**config.mk**
```make
export PLATFORM = sky130hd
export DESIGN_NAME = jtdd2_shared_arb
export DESIGN_NICKNAME = d
export VERILOG_FILES = /design/src/rtl/jtdd2_shared_arb.sv
export SDC_FILE = /design/constraint.sdc
export NUM_CORES = 1
export LEC_CHECK = 0
export ABC_AREA = 1
export ABC_CLOCK_PERIOD_IN_PS = 1700
export CORE_UTILIZATION = 40
export CTS_BUF_LIST = sky130_fd_sc_hd__clkbuf_16
export DETAILED_ROUTE_END_ITERATION = 10
export PLACE_DENSITY_LB_ADDON = 0.15
export SYNTH_ARGS = -nofsm -noshare
export SYNTH_HDL_FRONTEND = slang
export SYNTH_SLANG_ARGS = --single-unit
```
**constraint.sdc**
```tcl
create_clock -name clk -period 1.7 [get_ports clk]
set_input_delay 0.255 -clock clk [delete_from_list [all_inputs] [get_ports clk]]
set_output_delay 0.255 -clock clk [all_outputs]
set_load 0.01 [all_outputs]
```
**src/rtl/jtdd2_shared_arb.sv**
```systemverilog
// Shared-RAM ownership arbiter for the DD2 main CPU and sub Z80.
// Sequences the sub bus request/acknowledge handshake, flags a sub that never
// acknowledges, and muxes both CPUs onto a single registered RAM port.
module jtdd2_shared_arb #(
   parameter int unsigned AW   = 10,
   parameter int unsigned TOUT = 255
) (
   input  logic          clk,
   input  logic          rstn,
   input  logic          cen,
   input  logic          main_cen,
   input  logic          main_halt,
   input  logic          main_cs,
   input  logic          main_wrn,
   input  logic [8:0]    main_addr,
   input  logic [7:0]    main_dout,
   input  logic          sub_busak_n,
   output logic          sub_busrq_n,
   input  logic          sub_cs,
   input  logic          sub_rnw,
   input  logic [AW-1:0] sub_addr,
   input  logic [7:0]    sub_dout,
   output logic [AW-1:0] ram_addr,
   output logic [7:0]    ram_din,
   output logic          ram_we,
   output logic          owner,
   output logic          timeout
);

   typedef enum logic [1:0] {
      StSub  = 2'd0,
      StReq  = 2'd1,
      StMain = 2'd2,
      StRel  = 2'd3
   } state_t;

   localparam logic [7:0] TOUT8 = 8'(TOUT);

   state_t          state_q, state_d;
   logic [7:0]      cnt_q, cnt_d;
   logic            timeout_q, timeout_d;
   logic            busrq_n_q, busrq_n_d;
   logic            owner_q, owner_d;
   logic            prev_wrn_q;
   logic            ram_we_q, ram_we_d;
   logic [AW-1:0]   ram_addr_q, ram_addr_d;
   logic [7:0]      ram_din_q, ram_din_d;
   logic [AW-1:0]   main_addr_ext;
   logic            main_we, sub_we;

   assign main_addr_ext = AW'(main_addr);

   // Handshake FSM next state plus the REQ-state acknowledge timeout counter
   always_comb begin
      state_d   = state_q;
      cnt_d     = cnt_q;
      timeout_d = timeout_q;
      if (cen) begin
         unique case (state_q)
            StSub:  if (main_halt) state_d = StReq;
            // Abort wins over a simultaneous acknowledge
            StReq: begin
               if (!main_halt)        state_d = StSub;
               else if (!sub_busak_n) state_d = StMain;
            end
            StMain: if (!main_halt) state_d = StRel;
            // A re-request during release goes straight back to REQ
            StRel: begin
               if (main_halt)        state_d = StReq;
               else if (sub_busak_n) state_d = StSub;
            end
            default: state_d = StSub;
         endcase

         if (state_q == StReq) begin
            if (cnt_q != TOUT8) cnt_d = cnt_q + 8'd1;
            if (cnt_d == TOUT8) timeout_d = 1'b1;
         end else if (state_d == StReq) begin
            cnt_d     = 8'd0;
            timeout_d = 1'b0;
         end
      end
   end

   // Registered decodes of the next state
   always_comb begin
      busrq_n_d = !((state_d == StReq) || (state_d == StMain));
      owner_d   = (state_d == StMain);
   end

   // Write qualification and RAM port mux; the bus stays the sub's until acknowledge
   always_comb begin
      main_we = prev_wrn_q && !main_wrn && main_cs && main_cen && (state_q == StMain);
      sub_we  = sub_cs && !sub_rnw && cen && ((state_q == StSub) || (state_q == StReq));
      ram_we_d   = main_we || sub_we;
      ram_din_d  = ram_din_q;
      ram_addr_d = (state_q == StMain) ? main_addr_ext : sub_addr;
      if (main_we) begin
         ram_addr_d = main_addr_ext;
         ram_din_d  = main_dout;
      end else if (sub_we) begin
         ram_addr_d = sub_addr;
         ram_din_d  = sub_dout;
      end
   end

   // State, handshake outputs and RAM port registers
   always_ff @(posedge clk or negedge rstn) begin
      if (!rstn) begin
         state_q    <= StSub;
         cnt_q      <= 8'd0;
         timeout_q  <= 1'b0;
         busrq_n_q  <= 1'b1;
         owner_q    <= 1'b0;
         prev_wrn_q <= 1'b1;
         ram_we_q   <= 1'b0;
         ram_addr_q <= '0;
         ram_din_q  <= 8'd0;
      end else begin
         state_q    <= state_d;
         cnt_q      <= cnt_d;
         timeout_q  <= timeout_d;
         busrq_n_q  <= busrq_n_d;
         owner_q    <= owner_d;
         prev_wrn_q <= main_wrn;
         ram_we_q   <= ram_we_d;
         ram_addr_q <= ram_addr_d;
         ram_din_q  <= ram_din_d;
      end
   end

   assign sub_busrq_n = busrq_n_q;
   assign owner       = owner_q;
   assign timeout     = timeout_q;
   assign ram_we      = ram_we_q;
   assign ram_addr    = ram_addr_q;
   assign ram_din     = ram_din_q;

endmodule

```
Word-level counts from Yosys, hierarchy flattened:

Index checks and enable logic that the tools add are counted.

* flip-flop bits (word level): 33
* bits in latches: 0
* memory bits (writable): 0
* ROM bits: 0
* input port bits: 45
* output and inout port bits: 22
* logic and storage cells: 59
* memories: 0

* add/subtract/negate cells: 1
* multipliers: 0
* divide/modulo/power cells: 0
* $lt $le $gt $ge: 0
* equal/unequal tests: 9
* shift-type cells: 0
* multiplexer cells: 22
* bitwise operators: 0
* reduce and logical (&&, ||, !) cells: 18

Operators by type and width (number)
* $mux 8: 7
* $mux 10: 3
* $mux 2: 8
* $add 8x1->8 const B: 1
* $eq 8x8->1 const B: 1
* $ne 8x8->1 const B: 1
* $pmux 2 s4: 1
* $logic_and 1x1->1: 7
* $eq 2x1->1 const B: 3
* $eq 2x2->1 const B: 3
* $reduce_bool 2->1: 2
* $logic_not 1->1: 3
* $logic_or 1x1->1: 3
* $mux 1: 3
* $reduce_and 3->1: 1
* $logic_not 2->1: 1
* $ne 2x1->1 const B: 1
* $reduce_and 2->1: 1

Logic depth before layout (Yosys ltp):

Gate-level depths: netlist of run 1.

* word-level depth: 8
* mapped depth: 11
* mapped depth without buffers: 11

Worst setup path after synthesis of run 1:

No wires, ideal clock.

* path kind: flip-flop to flip-flop
* start: reg prev_wrn_q
* end: reg ram_din_q[0], in the netlist ram_din[0]
* setup time: 0.137 ns
* data arrival time: 1.257 ns
* slack: 0.306 ns
* stages on the path, launching flop included: 8
* path through: dfstp_2 > inv_1 > nor2_1 > nand4_4 > and2_1 > buf_6 > nand2_1 > o221ai_1

* longest elaborated chain between the ends: 5
* elaborated cells between the ends (all ways): 6
* those cells by class: 1 x mux; 5 x reduce/logical

RTL lines
* from (decl): RTL line 44 `logic prev_wrn_q;`
* from (signal assigned): RTL line 125 `prev_wrn_q <= main_wrn;`
* $logic_and 1x1->1 * (4 in a row): RTL line 93 `main_we = prev_wrn_q && !main_wrn && main_cs && main_cen && (state_q == StMain);`
* $mux 8 / $reduce_bool 2->1 (equally long branches)
* to (signal assigned): RTL line 128 `ram_din_q <= ram_din_d;`
* to (decl): RTL line 47 `logic [7:0] ram_din_q, ram_din_d;`

Every way passes the cells marked *; elsewhere a longest branch is shown, timed or not.
A chain may end at the register's enable or synchronous reset.

Worst setup path after layout of run 1:

* start: reg cnt_q[0]
* end: reg timeout_q, in the netlist timeout

* longest elaborated chain between the ends: 7
* elaborated cells between the ends (all ways): 8
* those cells by class: 1 x add/sub; 3 x eq/ne; 3 x mux; 1 x reduce/logical

RTL lines
* from (decl): RTL line 40 `logic [7:0] cnt_q, cnt_d;`
* from (signal assigned): RTL line 121 `cnt_q <= cnt_d;`
* $add 8x1->8 / $ne 8x8->1 (equally long branches): RTL line 76 `if (cnt_q != TOUT8) cnt_d = cnt_q + 8'd1;`
* $mux 8 *: RTL line 76
* $mux 8 *: RTL line 75 `if (state_q == StReq) begin`
* $mux 8 *: RTL line 58 `if (cen) begin`
* $eq 8x8->1 *: RTL line 77 `if (cnt_d == TOUT8) timeout_d = 1'b1;`
* $ne 2x1->1 (no line) *
* $reduce_and 3->1 (no line) *
* to (signal assigned): RTL line 122 `timeout_q <= timeout_d;`
* to (decl): RTL line 41 `logic timeout_q, timeout_d;`

Every way passes the cells marked *; elsewhere a longest branch is shown, timed or not. The select of a mux whose other input is x is not followed.

==> summary.txt, run 1 <==
Status
  – Run status: complete, no violations

Floorplanning
  – Initial core utilization: 41.6%
  – DIE WIDTH: 66.3 µm
  – IO Pins: 67
  – Core box area: 3970 µm²
  – Die area: 4390 µm²
  – Site Rows: 23
  – DIE HEIGHT: 66.3 µm

Clocking
  – Cts bufs inserted: 5
  – Clock Path Buffers: 2
  – CTS Hold Buffers Added: 0
  – TritonCTS clock tree: done
  – Clock Tree Root: clkbuf_16
  – Sink Count: 33
  – Post_cts resized: 0
  – H-tree levels: 2
  – Worst-skew pair later-pin latency: 270 ps
  – Clk slew on worst S/H paths: 50 ps
  – Total setup buffers inserted after CTS: 0

Pwr
  – Logic pwr share: 33.9%
  – Switching power: 913 µW
  – Cell Pwr Density: 1150 nW/µm²
  – VDD IR-drop max: 0.000642 V
  – Leakage power: 0.00127 µW
  – Internal power: 2040 µW
  – Sequential Power Share: 38.1%
  – Switching share of power: 30.9%
  – Pwr Total: 2950 µW
  – Clock share of power: 28.0%

Finish
  – Design area: 2570 µm²
  – Layout cells sized above 1: 11.3%
  – Diodes inserted: 0
  – Fillers: 348
  – Area Overhead vs Synth: 55.6%
  – Net count, final: 329
  – Area of the multi-input gates: 677 µm²
  – FF/Latch Area: 828 µm²

STA
  – Worst Tran Pin Value: 301 ps
  – Min cycle time layout: 1570 ps
  – Slew Limit Fails: 0
  – Final hold violations: 0
  – RSZ-0062 raised after global routing: no
  – Final worst path period share: 92.1%
  – Slew headroom: 79.9%
  – Clock Skews: 3.11 ps
  – Final TNS setup: 0 ps
  – Max Fclk: 638 MHz
  – Final Setup Violations: 0

Setup path
  – Worst EP required: 1910 ps
  – Crit path DAT: 1770 ps
  – Startpoint types: register
  – Setup Crit Path Kind: register to register
  – Crit path max fanout: 8
  – CP Capture Type: register

Global route
  – First-pass GRT wire length: 6350 µm
  – Gr usage total: 19.5%
  – Most Crowded Layer GR: met2
  – Largest net degree at the start of global routing: 34
  – M2 GR Usage: 31.3%
  – Met3 usage: 7.07%
  – Met1 usage: 23.7%
  – Initial antenna violation count: 0
  – Vias in the first global route: 1,460
  – Total gr overflow: 0

Logic synthesis
  – Seq/Total Area, Yosys: 50.1%
  – Synth Instances: 204
  – Flops & latches, synth: 33
  – Avg Inst Size Synth: 8.10 µm²
  – Cell variety after synth: 28
  – Post-Synthesis Cell Area: 1650 µm²
  – Syn nets: 251
  – Yosys warnings: 0

Placement
  – Port Buffers: 66
  – Area after DPL: 2410 µm²
  – Post-DP HPWL: 2920 µm
  – Placer Congestion: 0.820

Routing
  – Routed Antenna Nets: 0
  – DR WL/cell: 11.5 µm
  – DRT iter0 DRCs: 65
  – DR DRC count: 0
  – Vias per std cell: 4.68
  – Total wire length: 3830 µm
  – Drt pass-1 iters: 4
  – Via count: 1,558

Worst hold path
  – Hold Path Class: input port to async pin

Run
  – Max Cap Violations: 0
==> worst max-delay path: stages, from the launching register on <==
cell and delay [ps]:
dfrtp_1 400, ha_1 210, nand2_2 90, nor2_4 170
nand2_4 110, o21ai_1 160, nand2_1 80, nor2_1 110
nand2_1 70, a21oi_2 100
==> state kept, by name (all words and copies together) (netlist names) <==
signal       flops
sub_busrq_n      1
prev_wrn_q       1
state_q          2
timeout          1
ram_din          8
cnt_q            8
ram_addr        10
owner            1
ram_we           1
==> final timing paths <==
kind | from | endpoint | slack (ps) | depth (start not counted)
setup / recovery | cnt_q[0] | timeout | 130 | 9
hold / removal | rstn | cnt_q[7] | 350 | 2
setup reg to reg | cnt_q[0] | timeout | 130 | 9
hold reg to reg | ram_din[5] | ram_din[5] | 500 | 2
max in group asynchronous | rstn | sub_busrq_n | 1110 | 2
min in group clk | main_wrn | prev_wrn_q | 420 | 1
==> power groups by stage <==
stage | Sequential, µW | Clock [µW] | Combinational (µW)
floorplan | 1180 | 0 | 414
global placement | 1140 | 0 | 943
detailed placement | 1140 | 0 | 959
CTS | 1130 | 852 | 964
global route | 1150 | 893 | 1120
finish | 1130 | 827 | 1000
==> placed cells by master, fill, tap and decap left out, drive strengths merged <==
cell type	count
inv	31
o21bai	1
xor2	2
o21ai	9
o221ai	7
o2111ai	1
and2	1
nor2	16
dfrtp	31
ha	2
clkbuf	5
clkinv	5
dfstp	2
nand4	2
buf	9
a21oi	3
nand3	17
nand2	73
clkdlybuf4s50	66
==> through the flow <==
stage          utilization, %  worst slack, ps  hold slack (ps)  std cells
3_3_place_gp             60.7              145              475        322
4_1_cts                  64.2              120              351        330
6_report                 64.7              134              346        333
3_5_place_dp             60.7             89.4              485        322
5_1_grt                  64.7             3.58              361        333
2_1_floorplan               -              306            -40.6        204
==> Yosys cell counts (all sizes together) <==
cell | number | area, µm²
o21ai | 9 | 45.0
nand4 | 2 | 27.5
xor2 | 2 | 17.5
nand2 | 73 | 289
o21bai | 1 | 7.51
nand3 | 17 | 90.1
dfstp | 2 | 52.6
clkinv | 2 | 8.75
inv | 31 | 116
dfrtp | 31 | 776
a21oi | 3 | 18.8
buf | 1 | 11.3
and2 | 1 | 6.26
nor2 | 16 | 80.1
o2111ai | 1 | 8.76
o221ai | 7 | 61.3
ha | 2 | 25.0
clkbuf | 3 | 11.3
==> cells by family (layout without fill, tap and decap cells) <==
family / after synthesis / in the layout / share of synthesized area, %
buffers and inverters: 37 / 116 / 8.93
and+or+nand+nor: 109 / 109 / 29.8
xor gates and xnor gates: 2 / 2 / 1.06
DFF: 33 / 33 / 50.1
AOI/OAI and AO/OA: 21 / 21 / 8.55
adders and majority gates: 2 / 2 / 1.51
==> layer usage <==
metal	routed length [µm]	part of all wire, %	vias to the layer above
li1	-	-	803
met1	1700	45	711
met2	1860	49	39
met3	206	5.4	5
met4	57	1.5	0
met5	0	0	-
==> area by class of cell <==
type | instances | share of cell area (%)
multi-input combinational | 134 | 26.3
timing repair buffer | 75 | 28.8
inverter | 33 | 4.87
sequential | 33 | 32.2
clock inverter | 3 | 0.487
clock buffer | 5 | 4.87
tap | 50 | 2.43
Note: power is estimated with default switching activity, not from simulation.
==> inputs of run 2 (changes only) <==
--- a/config.mk
+++ b/config.mk
@@ -11,5 +11,7 @@
 export CTS_BUF_LIST = sky130_fd_sc_hd__clkbuf_16
 export DETAILED_ROUTE_END_ITERATION = 10
+export GPL_ROUTABILITY_DRIVEN = 0
 export PLACE_DENSITY_LB_ADDON = 0.15
+export SETUP_SLACK_MARGIN = 0.05
 export SYNTH_ARGS = -nofsm -noshare
 export SYNTH_HDL_FRONTEND = slang
==> constraint.sdc (replaced) <==
create_clock -name clk -period 1.7 [get_ports clk]
set_input_delay 0.17 -clock clk [delete_from_list [all_inputs] [get_ports clk]]
set_output_delay 0.17 -clock clk [all_outputs]
set_load 0.01 [all_outputs]
==> run 2 against run 1 <==
Net effect: register-to-register slack better by 80 ps; flip-flop and latch count stayed put; worst setup slack better by 82 ps; total power is 2.5% lower; first-iteration DRC count is 23% higher; via count is 3.1% lower; cell count is 0.90% lower; cell area is 1.4% lower; largest cell class unchanged; highest routed layer unchanged.
==> summary.txt, run 2 (synthesis results as in run 1) <==
STA
  – Final worst path period share: 87.3% (-4.8 points)
  – Final hold violations: 0 (unchanged)
  – Slew Limit Fails: 0 (unchanged)
  – Clock Skews: 5.41 ps (+2.30 ps)
  – Slew headroom: 72.5% (-7.5 points)
  – WHS: 303 ps (-42.9 ps)
  – Max Fclk: 674 MHz (+5.5%)
  – RSZ-0062 raised after global routing: no
  – Min cycle time layout: 1480 ps (-82.0 ps)
  – Final TNS setup: 0 ps (unchanged)
  – Worst Tran Pin Value: 413 ps (+112 ps)
  – Final Setup Violations: 0 (unchanged)

Floorplanning
  – Site Rows: 23 (unchanged)
  – Die area: 4390 µm² (unchanged)
  – IO Pins: 67 (unchanged)
  – Core box area: 3970 µm² (unchanged)
  – DIE HEIGHT: 66.3 µm (unchanged)
  – DIE WIDTH: 66.3 µm (unchanged)
  – Initial core utilization: 41.6% (unchanged)

Clocking
  – Worst-skew pair later-pin latency: 270 ps (about the same)
  – Cts bufs inserted: 5 (unchanged)
  – Clock Path Buffers: 2 (unchanged)
  – Sink Count: 33 (unchanged)
  – TritonCTS clock tree: done
  – CTS Hold Buffers Added: 0 (unchanged)
  – Clock Tree Root: clkbuf_16
  – H-tree levels: 2 (unchanged)
  – Post_cts resized: 0 (unchanged)
  – Clk slew on worst S/H paths: 50 ps (about the same)
  – Total setup buffers inserted after CTS: 0 (unchanged)

Pwr
  – Leakage power: 0.00125 µW (-1.2%)
  – VDD IR-drop max: 0.000522 V (-19%)
  – Cell Pwr Density: 1140 nW/µm² (-1.1%)

Placement
  – Port Buffers: 66 (unchanged)
  – Placed Cells: 322 (unchanged)
  – Post-DP HPWL: 2790 µm (-4.3%)
  – Area after DPL: 2400 µm² (-0.52%)

Routing
  – DR DRC count: 0 (unchanged)
  – Via count: 1,510 (-3.1%)
  – Drt pass-1 iters: 6 (+2)
  – Total wire length: 3620 µm (-5.5%)
  – Vias per std cell: 4.58 (-2.2%)
  – Routed Antenna Nets: 0 (unchanged)
  – DRT iter0 DRCs: 80 (+23%)
  – DR WL/cell: 11.0 µm (-4.7%)

Setup path
  – Delay of the slowest critical-path stage: 530 ps (+130 ps)
  – Crit path max fanout: 1 (-7)
  – CP Capture Type: output port
  – Worst EP required: 1530 ps (-380 ps)
  – CP bufs+invs: 1 (+1)
  – Crit path DAT: 1310 ps (-460 ps)
  – Slowest cell on crit path: clkdlybuf4s50_1
  – Startpoint types: register
  – Cell family with most CP delay: buffers and inverters
  – Setup Crit Path Kind: register to output port
  – Worst-path cell chain: clkdlybuf4s50_1

Finish
  – Diodes inserted: 0 (unchanged)
  – Commonest non-fill, non-tap cell in the layout: nand2_1
  – Net count, final: 326 (-0.91%)
  – Most frequent cells in the layout: nand2_1, clkdlybuf4s50_1, dfrtp_1
  – Post-route insts no fill: 330 (-0.90%)
  – Layout cells sized above 1: 10.0% (-1.3 points)
  – Max reg flops: 10 (unchanged)
  – Area Overhead vs Synth: 53.4%
  – Design area: 2530 µm² (-1.4%)

Global route
  – Met3 usage: 7.41% (+0.34 points)
  – Vias in the first global route: 1,378 (-5.6%)
  – Largest net degree at the start of global routing: 34 (unchanged)
  – Met1 usage: 23.9% (+0.19 points)
  – M2 GR Usage: 29.0% (-2.3 points)
  – Gr usage total: 18.8% (-0.64 points)
  – Initial antenna violation count: 0 (unchanged)
  – Most Crowded Layer GR: met2
  – First-pass GRT wire length: 6090 µm (-4.1%)
  – Total gr overflow: 0 (unchanged)

Status
  – Run status: complete, no violations

Worst hold path
  – Hold Path Class: input port to async pin

Run
  – Max Cap Violations: 0 (unchanged)
run 2: power by group:
| part | switching, µW | internal (µW) | leakage (µW) | total, µW |
|---|---|---|---|---|
| combinational | 458 | 484 | 0.000770 | 942 |
| sequential | 135 | 993 | 0.000410 | 1130 |
| clock | 286 | 524 | 0.0000738 | 810 |
| total | 878 | 2000 | 0.00125 | 2880 |
run 2: final timing paths:
check | cells past startpoint | endpoint | startpoint | slack (ps)
max | 1 | sub_busrq_n | sub_busrq_n | 220
min | 2 | cnt_q[7] | rstn | 300
max reg2reg | 11 | timeout | cnt_q[0] | 220
min reg2reg | 2 | ram_din[4] | ram_din[4] | 490
max in group asynchronous | 2 | prev_wrn_q | rstn | 1060
min in group clk | 1 | prev_wrn_q | main_wrn | 340
run 2: layout make-up:
cell class,instances,area [µm²]
tap,50,62.6
clock buffer,5,125
multi-input combinational,134,677
inverter,33,125
timing repair buffer,72,706
sequential,33,828
fill,337,1440
clock inverter,3,11.3
run 2: metal layers:
layer | vias up | wire (µm)
met5 | - | 0
met4 | 0 | 25
met3 | 2 | 197
met2 | 34 | 1770
met1 | 679 | 1630
li1 | 795 | -
run 2: metrics by stage:
stage | total power, µW | setup slack (ps) | util, %
after detailed placement | 2080 | 192 | 60.4
final | 2880 | 216 | 63.8
after global routing | 3080 | 53.5 | 63.8
after global placement | 2080 | 203 | 60.4
after floorplan | 1590 | 306 | -
after CTS | 2920 | 209 | 63.8
==> inputs of run 3 (changes only) <==
- DONT_BUFFER_PORTS: unset -> 1
==> run 3 against run 2 <==
Net effect: worst setup slack worse by 46 ps; via count shrank 9.7%; global-route usage shrank 0.68 points; cell area shrank 24%; clock power increased by 3.0%; critical path type is now register to register; largest cell class unchanged.
==> summary.txt, run 3 (synthesis results as in run 1) <==
Clocking
  – Clock Tree Root: clkbuf_16
  – Sink Count: 33 (unchanged)
  – Clock Path Buffers: 2 (unchanged)
  – H-tree levels: 2 (unchanged)
  – TritonCTS clock tree: done
  – Cts bufs inserted: 5 (unchanged)
  – Clk slew on worst S/H paths: 50 ps (about the same)
  – Worst-skew pair later-pin latency: 270 ps (about the same)

Global route
  – Total gr overflow: 0 (unchanged)
  – Largest net degree at the start of global routing: 34 (unchanged)
  – Initial antenna violation count: 0 (unchanged)
  – Vias in the first global route: 1,361 (-1.2%)
  – Gr usage total: 18.1% (-0.68 points)
  – First-pass GRT wire length: 5870 µm (-3.5%)

Routing
  – Vias per std cell: 5.14 (+12%)
  – DR WL/cell: 13.5 µm (+23%)
  – Total wire length: 3570 µm (-1.4%)
  – Drt pass-1 iters: 6 (unchanged)
  – Routed Antenna Nets: 0 (unchanged)
  – DRT iter0 DRCs: 83 (+3.8%)
  – DR DRC count: 0 (unchanged)
  – Via count: 1,363 (-9.7%)

Setup path
  – Startpoint types: register
  – CP Capture Type: register
  – Setup Crit Path Kind: register to register
  – Worst-path cell chain: ha_2 > nand2_4 > nor2_4 > nand2_4 > nand2_2 > nand2_2 > inv_2 > nand2_2 > nor2_2 > nand2_1 > a21oi_2
  – Reg-to-reg endpoint: timeout
  – Worst r2r src: cnt_q[1]
  – Reg2Reg Depth: 11 (unchanged)
  – Cell family with most CP delay: simple AND/OR/NAND/NOR gates
  – Most frequent CP cell: nand2_2
  – Crit path max fanout: 8 (+7)
  – Slowest cell on crit path: dfrtp_1
  – Worst EP required: 1910 ps (+380 ps)
  – Crit path DAT: 1740 ps (+430 ps)
  – CP bufs+invs: 1 (unchanged)
  – R2R setup slack: 170 ps (-50 ps)
  – Delay of the slowest critical-path stage: 390 ps (-140 ps)

Worst hold path
  – Hold Crit Endpoint: ram_addr[5]
  – Hold-critical path depth: 2
  – Hold path start: main_addr[5]
  – Hold Path Class: input port to register

STA
  – RSZ-0062 raised after global routing: no
  – Min cycle time layout: 1530 ps (+46.2 ps)
  – Final WS setup: 169 ps (-46.2 ps)
  – Worst Tran Pin Value: 197 ps (-216 ps)
  – WHS: 5.64 ps (-297 ps)
  – Final worst path period share: 90.0% (+2.7 points)
  – Final hold violations: 0 (unchanged)
  – Slew Limit Fails: 0 (unchanged)
  – Slew headroom: 86.8% (+14 points)
  – Max Fclk: 653 MHz (-3.0%)
  – Final Setup Violations: 0 (unchanged)
  – Final TNS setup: 0 ps (unchanged)
  – Clock Skews: 5.16 ps (-0.249 ps)

Finish
  – Most frequent cells in the layout: nand2_1, dfrtp_1, inv_1
  – Layout cells sized above 1: 16.7% (+6.7 points)
  – Area Overhead vs Synth: 16.7%
  – Post-Route Utilization: 48.6% (-15 points)
  – Diodes inserted: 0 (unchanged)
  – Max reg flops: 10 (unchanged)
  – Net count, final: 262 (-20%)
  – Design area: 1930 µm² (-24%)
  – Commonest non-fill, non-tap cell in the layout: nand2_1

Floorplanning
  – DIE WIDTH: 66.3 µm (unchanged)
  – Site Rows: 23 (unchanged)
  – Initial core utilization: 41.6% (unchanged)
  – Die area: 4390 µm² (unchanged)
  – Core box area: 3970 µm² (unchanged)
  – DIE HEIGHT: 66.3 µm (unchanged)
  – IO Pins: 67 (unchanged)

Run
  – Max Cap Violations: 0 (unchanged)

Status
  – Run status: complete, no violations

Pwr
  – Leakage power: 0.00102 µW (-19%)
  – Cell Pwr Density: 1360 nW/µm² (+20%)
  – VDD IR-drop max: 0.000629 V (+20%)

Placement
  – Port Buffers: 0 (-100%)
  – Post-DP HPWL: 2560 µm (-8.2%)
  – Area after DPL: 1720 µm² (-28%)
  – Pre-CTS WS: 146 ps (-46.0 ps)
-- run 3: cell types whose count changed in the layout (fill, tap and decap cells not counted), sizes merged --
cell	previous run	this run
clkdlybuf4s50	66	0
dlygate4sd3	0	2
clkinv	3	2
clkinvlp	0	1
inv	33	32
-- run 3: worst max-delay path by stage --
| stage | to | depth (start not counted) | start |
|---|---|---|---|
| final | timeout | 11 | cnt_q[1] |
| after detailed placement | ram_din[3] | 7 | state_q[0] |
| after floorplan | ram_din[0] | 7 | prev_wrn_q |
| after global placement | timeout | 11 | cnt_q[0] |
| after global routing | timeout | 10 | cnt_q[0] |
| after CTS | ram_din[5] | 7 | state_q[0] |
-- run 3: layout make-up --
type                       count  area [µm²]
inverter                      33         128
timing repair buffer           8        77.6
tap                           50        62.6
multi-input combinational    134         697
sequential                    33         828
clock inverter                 2        11.3
clock buffer                   5         125
fill                         403        2040
-- run 3: power breakdown --
group | leakage [µW] | internal, µW | switching (µW)
combinational | 0.000544 | 224 | 350
sequential | 0.000410 | 994 | 218
clock | 0.0000633 | 527 | 307
total | 0.00102 | 1750 | 875
-- run 3: metrics by stage --
step	std cells	power (µW)
floorplan	204	1590
global placement	253	1700
detailed placement	253	1730
CTS	263	2600
global route	265	2790
finish	265	2620
-- run 3: worst reg2reg max path, cell delays in order (launching register included) --
cell and delay [ps]:
dfrtp_1 390, ha_2 230, nand2_4 70, nor2_4 160, nand2_4 110, nand2_2 90, nand2_2 50, inv_2 60
nand2_2 50, nor2_2 70, nand2_1 70, a21oi_2 120
-- run 3: what timing repair did --
action	in CTS	in global routing
setup buffers	0	2
hold endpoints to repair	34	0
resized for setup	0	9
hold buffers	3	0
setup endpoints to repair	0	8
-- run 3: per-layer routing --
metal | GRT usage (%) | up-vias | wire (µm) | share of wire (%)
met1 | 21.4 | 651 | 1400 | 39
met2 | 30.5 | 41 | 1890 | 53
met3 | 6.21 | 6 | 233 | 6.5
met4 | 6.38 | 0 | 48 | 1.3
met5 | 0 | - | 0 | 0
li1 | - | 665 | - | -
